--- config.mk ---
export PLATFORM = sky130hd
export DESIGN_NAME = axis2fifo_pack
export DESIGN_NICKNAME = d
export VERILOG_FILES = /design/src/rtl/axis2fifo_pkg.sv /design/src/rtl/axis2fifo_pack_pix_packer.sv /design/src/rtl/axis2fifo_pack.sv
export SDC_FILE = /design/constraint.sdc
export NUM_CORES = 1
export LEC_CHECK = 0
export BUFFER_PORTS_ARGS = -buffer_cell sky130_fd_sc_hd__buf_2
export CAP_MARGIN = 20
export CORE_ASPECT_RATIO = 1.5
export CORE_MARGIN = 2
export CORE_UTILIZATION = 57
export DETAILED_ROUTE_END_ITERATION = 8
export PLACE_DENSITY = 0.83
export SYNTH_ARGS = -nofsm -noshare
export SYNTH_HDL_FRONTEND = slang
export SYNTH_HIERARCHICAL = 1
export SYNTH_SLANG_ARGS = --single-unit
--- constraint.sdc ---
create_clock -name S_AXIS_ACLK -period 4.4 [get_ports S_AXIS_ACLK]
set_input_delay 0.66 -clock S_AXIS_ACLK [delete_from_list [all_inputs] [get_ports S_AXIS_ACLK]]
set_output_delay 0.66 -clock S_AXIS_ACLK [all_outputs]
set_load 0.01 [all_outputs]
--- src/rtl/axis2fifo_pkg.sv ---
// rtl/axis2fifo_pkg.sv - shared types and helpers for the AXIS-to-FIFO pixel packer
// Contents: capture FSM state enum, default lane/frame geometry, lane slice helper.
package axis2fifo_pkg;

   typedef enum logic {
      IDLE = 1'b0,
      PACK = 1'b1
   } state_e;

   // Geometry for the default build (128-bit words, 32-bit pixels, 1280x1024 frame)
   localparam int DEF_FDW   = 128;
   localparam int DEF_ADW   = 32;
   localparam int R         = DEF_FDW / DEF_ADW;
   localparam int FRAME_PIX = 1280 * 1024;

   // MSB index of lane 'lane' in a word; lane 0 sits in the top bits
   function automatic int lane_msb(input int fdw, input int adw, input int lane);
      return fdw - 1 - lane * adw;
   endfunction

endpackage

--- src/rtl/axis2fifo_pack_pix_packer.sv ---
// rtl/axis2fifo_pack_pix_packer.sv - lane counter, assembly buffer and byte masking
// Ports:
//   clk, rst_n      clock, asynchronous active-low reset
//   pix_en_i        a captured pixel is presented this cycle
//   restart_i       pixel starts a new word at lane 0, discarding any partial assembly
//   flush_i         the word completes with this pixel; buffer and lane return to empty
//   pix_i, strb_i   pixel data and byte qualifiers
//   word_o          assembly buffer merged with the current pixel (what gets loaded on flush)
//   last_lane_o     current pixel lands in the last lane of the word
// Configuration: AXIS2FIFO_STRB_MASK_EN zeroes pixel bytes whose strobe bit is low.
module axis2fifo_pack_pix_packer
   import axis2fifo_pkg::*;
#(
   parameter int FDW = 128,
   parameter int ADW = 32
) (
   input  logic             clk,
   input  logic             rst_n,
   input  logic             pix_en_i,
   input  logic             restart_i,
   input  logic             flush_i,
   input  logic [ADW-1:0]   pix_i,
   input  logic [ADW/8-1:0] strb_i,
   output logic [FDW-1:0]   word_o,
   output logic             last_lane_o
);

   localparam int LANES = FDW / ADW;
   localparam int LW    = (LANES > 1) ? $clog2(LANES) : 1;

   logic [LW-1:0]  lane_q;
   logic [LW-1:0]  lane_eff;
   logic [FDW-1:0] buf_q;
   logic [FDW-1:0] merged;
   logic [ADW-1:0] pix_m;

`ifdef AXIS2FIFO_STRB_MASK_EN
   always_comb begin
      pix_m = pix_i;
      for (int b = 0; b < ADW / 8; b++) begin
         if (!strb_i[b]) pix_m[b*8 +: 8] = 8'h00;
      end
   end
`else
   logic unused_strb;
   assign unused_strb = ^strb_i;
   assign pix_m       = pix_i;
`endif

   // A restart pixel ignores whatever is half-assembled
   assign lane_eff    = restart_i ? '0 : lane_q;
   assign last_lane_o = (lane_eff == LW'(LANES - 1));

   always_comb begin
      merged = restart_i ? '0 : buf_q;
      for (int l = 0; l < LANES; l++) begin
         if (lane_eff == LW'(l)) merged[lane_msb(FDW, ADW, l) -: ADW] = pix_m;
      end
   end

   assign word_o = merged;

   // Buffer is cleared after every flush so a short (TLAST) word has zero-filled lanes
   always_ff @(posedge clk or negedge rst_n) begin
      if (!rst_n) begin
         lane_q <= '0;
         buf_q  <= '0;
      end else if (pix_en_i) begin
         if (flush_i) begin
            lane_q <= '0;
            buf_q  <= '0;
         end else begin
            lane_q <= lane_eff + LW'(1);
            buf_q  <= merged;
         end
      end
   end

endmodule

--- src/rtl/axis2fifo_pack.sv ---
// rtl/axis2fifo_pack.sv - frame-aligned AXIS pixel packer feeding the forward write FIFO
// Ports:
//   S_AXIS_ACLK, S_AXIS_ARESETN   clock, asynchronous active-low reset
//   S_AXIS_T*/S_AXIS_USER         pixel stream in (TLAST = end of line, USER = start of frame)
//   cap_en                        arm capture of the frame whose SOF is accepted next
//   fwr_vld/fwr_dout/fwr_full     FIFO write port; a write happens on fwr_vld & !fwr_full
//   busy                          frame capture in progress
//   frame_done                    pulse with the last word of a frame entering the output reg
//   err_sof                       sticky flag: SOF arrived mid-frame
// Configuration: AXIS2FIFO_STRB_MASK_EN enables TSTRB byte masking inside the packer.
module axis2fifo_pack
   import axis2fifo_pkg::*;
#(
   parameter int FDW               = 128,
   parameter int AXIS_DATA_WIDTH   = 32,
   parameter int PIXELS_HORIZONTAL = 1280,
   parameter int PIXELS_VERTICAL   = 1024
) (
   input  logic                         S_AXIS_ACLK,
   input  logic                         S_AXIS_ARESETN,
   input  logic                         S_AXIS_TVALID,
   output logic                         S_AXIS_TREADY,
   input  logic [AXIS_DATA_WIDTH-1:0]   S_AXIS_TDATA,
   input  logic [AXIS_DATA_WIDTH/8-1:0] S_AXIS_TSTRB,
   input  logic                         S_AXIS_TLAST,
   input  logic                         S_AXIS_USER,
   input  logic                         cap_en,
   output logic                         fwr_vld,
   output logic [FDW-1:0]               fwr_dout,
   input  logic                         fwr_full,
   output logic                         busy,
   output logic                         frame_done,
   output logic                         err_sof
);

   localparam int FRAME_PIXELS = PIXELS_HORIZONTAL * PIXELS_VERTICAL;
   localparam int CW           = $clog2(FRAME_PIXELS + 1);

   state_e         state_q;
   logic [CW-1:0]  cnt_q;
   logic [CW-1:0]  cnt_d;
   logic           fwr_vld_q;
   logic [FDW-1:0] fwr_dout_q;
   logic           frame_done_q;
   logic           err_sof_q;

   logic           accept;
   logic           capture;
   logic           restart;
   logic           frame_end;
   logic           word_done;
   logic           last_lane;
   logic [FDW-1:0] word;

   // Ready whenever the output reg is empty or being drained this cycle, so a new
   // word can never overwrite one that has not reached the FIFO.
   assign S_AXIS_TREADY = S_AXIS_ARESETN & ~(fwr_vld_q & fwr_full);
   assign accept        = S_AXIS_TVALID & S_AXIS_TREADY;

   // Beats outside a frame are dropped unless they are an armed SOF
   assign capture = accept & ((state_q == PACK) | (S_AXIS_USER & cap_en));
   assign restart = capture & S_AXIS_USER;

   always_comb begin
      cnt_d = restart ? CW'(1) : cnt_q + CW'(1);
   end

   // Frame end wins over TLAST in the same beat; either way a single word is flushed
   assign frame_end = capture & (cnt_d == CW'(FRAME_PIXELS));
   assign word_done = capture & (last_lane | S_AXIS_TLAST | frame_end);

   axis2fifo_pack_pix_packer #(
      .FDW (FDW),
      .ADW (AXIS_DATA_WIDTH)
   ) u_packer (
      .clk         (S_AXIS_ACLK),
      .rst_n       (S_AXIS_ARESETN),
      .pix_en_i    (capture),
      .restart_i   (restart),
      .flush_i     (word_done),
      .pix_i       (S_AXIS_TDATA),
      .strb_i      (S_AXIS_TSTRB),
      .word_o      (word),
      .last_lane_o (last_lane)
   );

   always_ff @(posedge S_AXIS_ACLK or negedge S_AXIS_ARESETN) begin
      if (!S_AXIS_ARESETN) begin
         state_q      <= IDLE;
         cnt_q        <= '0;
         fwr_vld_q    <= 1'b0;
         fwr_dout_q   <= '0;
         frame_done_q <= 1'b0;
         err_sof_q    <= 1'b0;
      end else begin
         frame_done_q <= frame_end;

         if (capture) begin
            cnt_q   <= frame_end ? '0 : cnt_d;
            state_q <= frame_end ? IDLE : PACK;
         end

         if (accept && state_q == PACK && S_AXIS_USER) err_sof_q <= 1'b1;

         // Load has priority; draining only clears valid, data holds its last value
         if (word_done) begin
            fwr_vld_q  <= 1'b1;
            fwr_dout_q <= word;
         end else if (fwr_vld_q && !fwr_full) begin
            fwr_vld_q  <= 1'b0;
         end
      end
   end

   assign fwr_vld    = fwr_vld_q;
   assign fwr_dout   = fwr_dout_q;
   assign busy       = (state_q == PACK);
   assign frame_done = frame_done_q;
   assign err_sof    = err_sof_q;

endmodule
==> results <==
- The final layout contains 1,433 nets.
- Based on the critical path, the design can be clocked at up to 0.244 GHz.
- Summed over all cells, the static leakage comes to 7.27 nW.
- The floorplan step set the die width to 133 µm.
- The type of the worst setup path is flop to flop.
- For this block, the initial DRC count from the detailed router was 758.
- For this design the ratio of total power to cell area is 634 nW/µm².
- The finished cells cover 16,000 µm².
- The row count is 70.
- The worst setup path is launched from a flop.
- The final wirelength is 34,900 µm.
- The count of port buffers added during placement is 171.
- The flip-flop and latch area is 7080 µm².
- At the end of routability-driven placement, the weighted congestion stood at 0.907.
- The maximum net fanout on the critical path is 12.
- The gate count after technology mapping is 1,303.
- The worst IR drop on VDD is 0.000408 V.
- The clock skew is 0.0127 ns.
- Traced cell by cell, the critical path runs through ha_1 -> nand4_1 -> or3_1 -> nor3_1 -> nor2b_1 -> o221ai_1 -> nor4b_2 -> o31a_4 -> nand3b_1 -> nor3_4 -> buf_4 -> a22o_1.
- For this run, the detailed router's first-pass iteration total came to 5.
- Dividing the detail-routed via count by the number of cells gives 6.07.
- The yosys synthesis warning count is 6.
- The ratio of final minimum period to clock period is 93.2%.
- Sequential cells were found to cover 50.0% of the synthesized design area.
- The floorplan step defined a die boundary enclosing 26,200 µm².
- The max-cap violation count is 0.
- Headroom to the max-slew limit came out at 24.7%.
- The CTS clock-pin slew for the worst setup and hold paths is 0.06 ns.
- The largest individual stage delay along the critical path comes from the cell nor3_4.
- The number of antenna violations at the first check in global routing came to 2.
- Entering global routing, the biggest net connects 107 pins.
- Summed over all failing endpoints, the final setup total negative slack is 0 ns.
- For the pin with the worst max-slew slack, the measured transition is 1.12 ns.
- The latest clock arrival within the worst-skew pair is 0.54 ns.
- The number of placed instances, taps included is 1,681.
- Data arrives at the worst endpoint at 4.57 ns.
- The starting utilization of the core area is 58.0%.
- The worst hold-check path type is input port to async pin.
- The global-route wire length before repair is 55,600 µm.
- The top-level port count is 176.
- The total area inside the core boundary comes to 24,400 µm².
- The final max-slew violation count is 0.
- For this run, the slowest stage of the critical path takes 0.70 ns.
- Setup repair after global routing left no endpoint under its margin.
- Among all flip-flop cells after synthesis, the most frequent one is dfrtp_1.
- The number of buffers created by CTS is 28.
- The longest clock path from root to sink contains 3 buffers.
- The mean cell area of the mapped netlist is 10.9 µm².
- The setup slack on the worst flop-to-flop path is 0.30 ns.
- The y dimension of the die is 197 µm.
- In this run, post-CTS repair resized a total of 0 instances.
- The number of non-filler instances in the completed layout is 1,735.
- Setup violations remaining at the end of the flow were counted as 0.
- The count of nets left with antenna violations once routing finished came out at 0.
- The hold buffer count at CTS is 0.
- STA puts the critical path data required time at 4.87 ns.
- The via count of the first global-routing pass was 10,300.
- The growth of design area from synthesis to finish is 12.7%.
- The share of post-route cells with drive strength above 1 is 30.3%.
- Fill cells in the final layout number 1,806.
- The combined area of the multi-input logic cells is 6380 µm².
- The clock net in this run drives a total of 283 sinks.
- Dividing the detail-routed wire length by the instance count gives 20.1 µm.
- TritonCTS built the clock tree.
- The flow ran to the end, and the final reports show no timing, DRC or antenna violations.
- The placed instances occupy a cell area of 15,000 µm².
- Of all flip-flops after synthesis, the portion carrying an async set or reset was 100%.
- The combined area of all synthesized cells is 14,200 µm².
- After synthesis the netlist holds a flip-flop and latch count of 283.
- The net count after synthesis is 1,347.
- The residual DRC count is 0.
- Measured on the finished design, the core utilization comes to 65.4%.
- Counting flops with a built-in enable in the synthesized netlist gives 0.
- Across every metal layer, demand over resource in global routing totals 26.4%.
- Detailed placement finished with a half-perimeter wire length of 22,100 µm.
- The total count of hold-check failures in the final report is 0.
- The number of distinct library cell variants in the gate-level netlist after synthesis is 61.
- CTS built an H-tree with a depth of 1.
- The residual overflow from global routing is 0.
- The final period demand of the worst path is 4.10 ns.
- The final route contains 10,500 vias.
- STA classifies the critical path endpoint as a flop.
- The buffer type at the clock tree root is clkbuf_16.
-- final timing paths --
kind | from | to | cells after the start
max reg2reg | cnt_q[0]$_DFFE_PN0N_ | u_packer/buf_q[33]$_DFFE_PN0P_ | 12
max in group asynchronous | S_AXIS_ARESETN | u_packer/buf_q[25]$_DFFE_PN0P_ | 4
min in group S_AXIS_ACLK | fwr_full | fwr_vld$_DFFE_PN0P_ | 2
min | S_AXIS_ARESETN | cnt_q[2]$_DFFE_PN0N_ | 2
max | cnt_q[0]$_DFFE_PN0N_ | u_packer/buf_q[33]$_DFFE_PN0P_ | 12
min reg2reg | err_sof$_DFFE_PN0P_ | err_sof$_DFFE_PN0P_ | 1
-- report_power, final --
| group | total (mW) | internal, mW | switching, mW |
|---|---|---|---|
| Clock | 2.43 | 1.41 | 1.02 |
| Sequential | 4.16 | 3.52 | 0.645 |
| Combinational | 3.54 | 1.79 | 1.75 |
-- metrics by stage --
step / hold slack (ns) / total power, mW / setup slack [ns]
2_1_floorplan: 0.364 / 6.54 / 0.518
3_3_place_gp: 0.454 / 7.51 / 0.426
3_5_place_dp: 0.458 / 7.68 / 0.276
4_1_cts: 0.326 / 10.2 / 0.250
5_1_grt: 0.339 / 10.7 / 0.110
6_report: 0.312 / 10.1 / 0.301
-- synthesized netlist by cell type, drive strengths merged, types with 2 or more instances --
library cell  instances  share of area, %
dfrtp               283                50
nand2               252               6.7
mux2                161                15
o21ai               115               4.1
a22o                100               6.2
buf                  76               3.6
clkbuf               68               1.8
nand3b               35               1.9
nand2b               33               1.5
o311ai               32               2.0
nand3                18              0.67
nor3                 12              0.46
nand4                11              0.53
nor2                 11              0.29
o31ai                 9              0.48
a21oi                 7              0.25
xor2                  7              0.43
a31oi                 6              0.26
and2                  5              0.22
inv                   5              0.13
nor3b                 5              0.34
nor4                  5              0.22
xnor2                 5              0.31
and3                  4              0.18
nor2b                 4              0.18
a211oi                3              0.19
or2                   3              0.15
or3                   3              0.13
or4                   3              0.16
a21o                  2              0.11
and3b                 2              0.12
o211ai                2              0.11
o22ai                 2             0.088
o31a                  2              0.13
-- placed cells by master (no fill, tap or decap), drive strengths merged, types with 3 or more instances in the layout --
master and instances:
a31oi 6, nand4 11, xnor2 5, nand2b 33, or4 3, nand2 252, o21ai 115, and2 5
buf 199, inv 5, clkinv 8, nor2b 4, nand3 18, or2 3, nor4 5, a21oi 7
clkbuf 40, o31ai 9, xor2 7, nor3 13, o311ai 32, nor3b 5, mux2 161, nand3b 35
dfrtp 283, or3 3, nor2 11, a211oi 3, and3 4, a22o 100
-- critical path, delay by kind of cell (launching register included) --
kind / cells / cell delay [ns]
compound gates: 3 / 0.73
fa+ha+maj: 1 / 0.28
buf+inv: 1 / 0.33
flops: 1 / 0.42
simple gates: 7 / 2.27
-- sequential cells by signal, summed over array words and instances (netlist names) --
signal,flops
busy,1
cnt_q,21
err_sof,1
frame_done,1
fwr_dout,128
fwr_vld,1
u_packer/buf_q,128
u_packer/lane_q,2
-- logic make-up after synthesis --
| kind of cell | after synthesis | share of synthesized area [%] |
|---|---|---|
| AO/OA/AOI/OAI | 287 | 14.4 |
| XOR/XNOR | 12 | 0.742 |
| adder cells (fa/ha/maj) | 1 | 0.0883 |
| buffers and inverters | 150 | 5.55 |
| flip-flops | 283 | 50.0 |
| multiplexers | 161 | 15.4 |
| AND/OR/NAND/NOR | 409 | 13.9 |
-- repair_timing --
| item | in CTS | in global routing |
|---|---|---|
| endpoints found under the hold margin | 0 | 0 |
| endpoints found under the setup margin | 0 | 12 |
| buffers inserted | 0 | 0 |
-- cell type report --
type                            count  share of cell area, %
Antenna cell                        1                 0.0157
Clock buffer                       40                   5.11
Clock inverter                     11                  0.783
Inverter                            6                  0.149
Multi-Input combinational cell    871                   39.9
Sequential cell                   283                   44.3
Tap cell                          324                   2.54
Timing Repair Buffer              199                   7.17
-- metal layers --
metal / share of wire (%) / wire [µm] / global-route usage [%] / up-vias
li1: - / - / - / 4782
met3: 5.4 / 1880 / 2.82 / 73
met2: 50 / 17600 / 45.3 / 393
met5: 0.031 / 11 / 0 / -
met1: 41 / 14400 / 35.0 / 5274
met4: 3.0 / 1040 / 9.04 / 2
(Power assumes the default switching activity.)
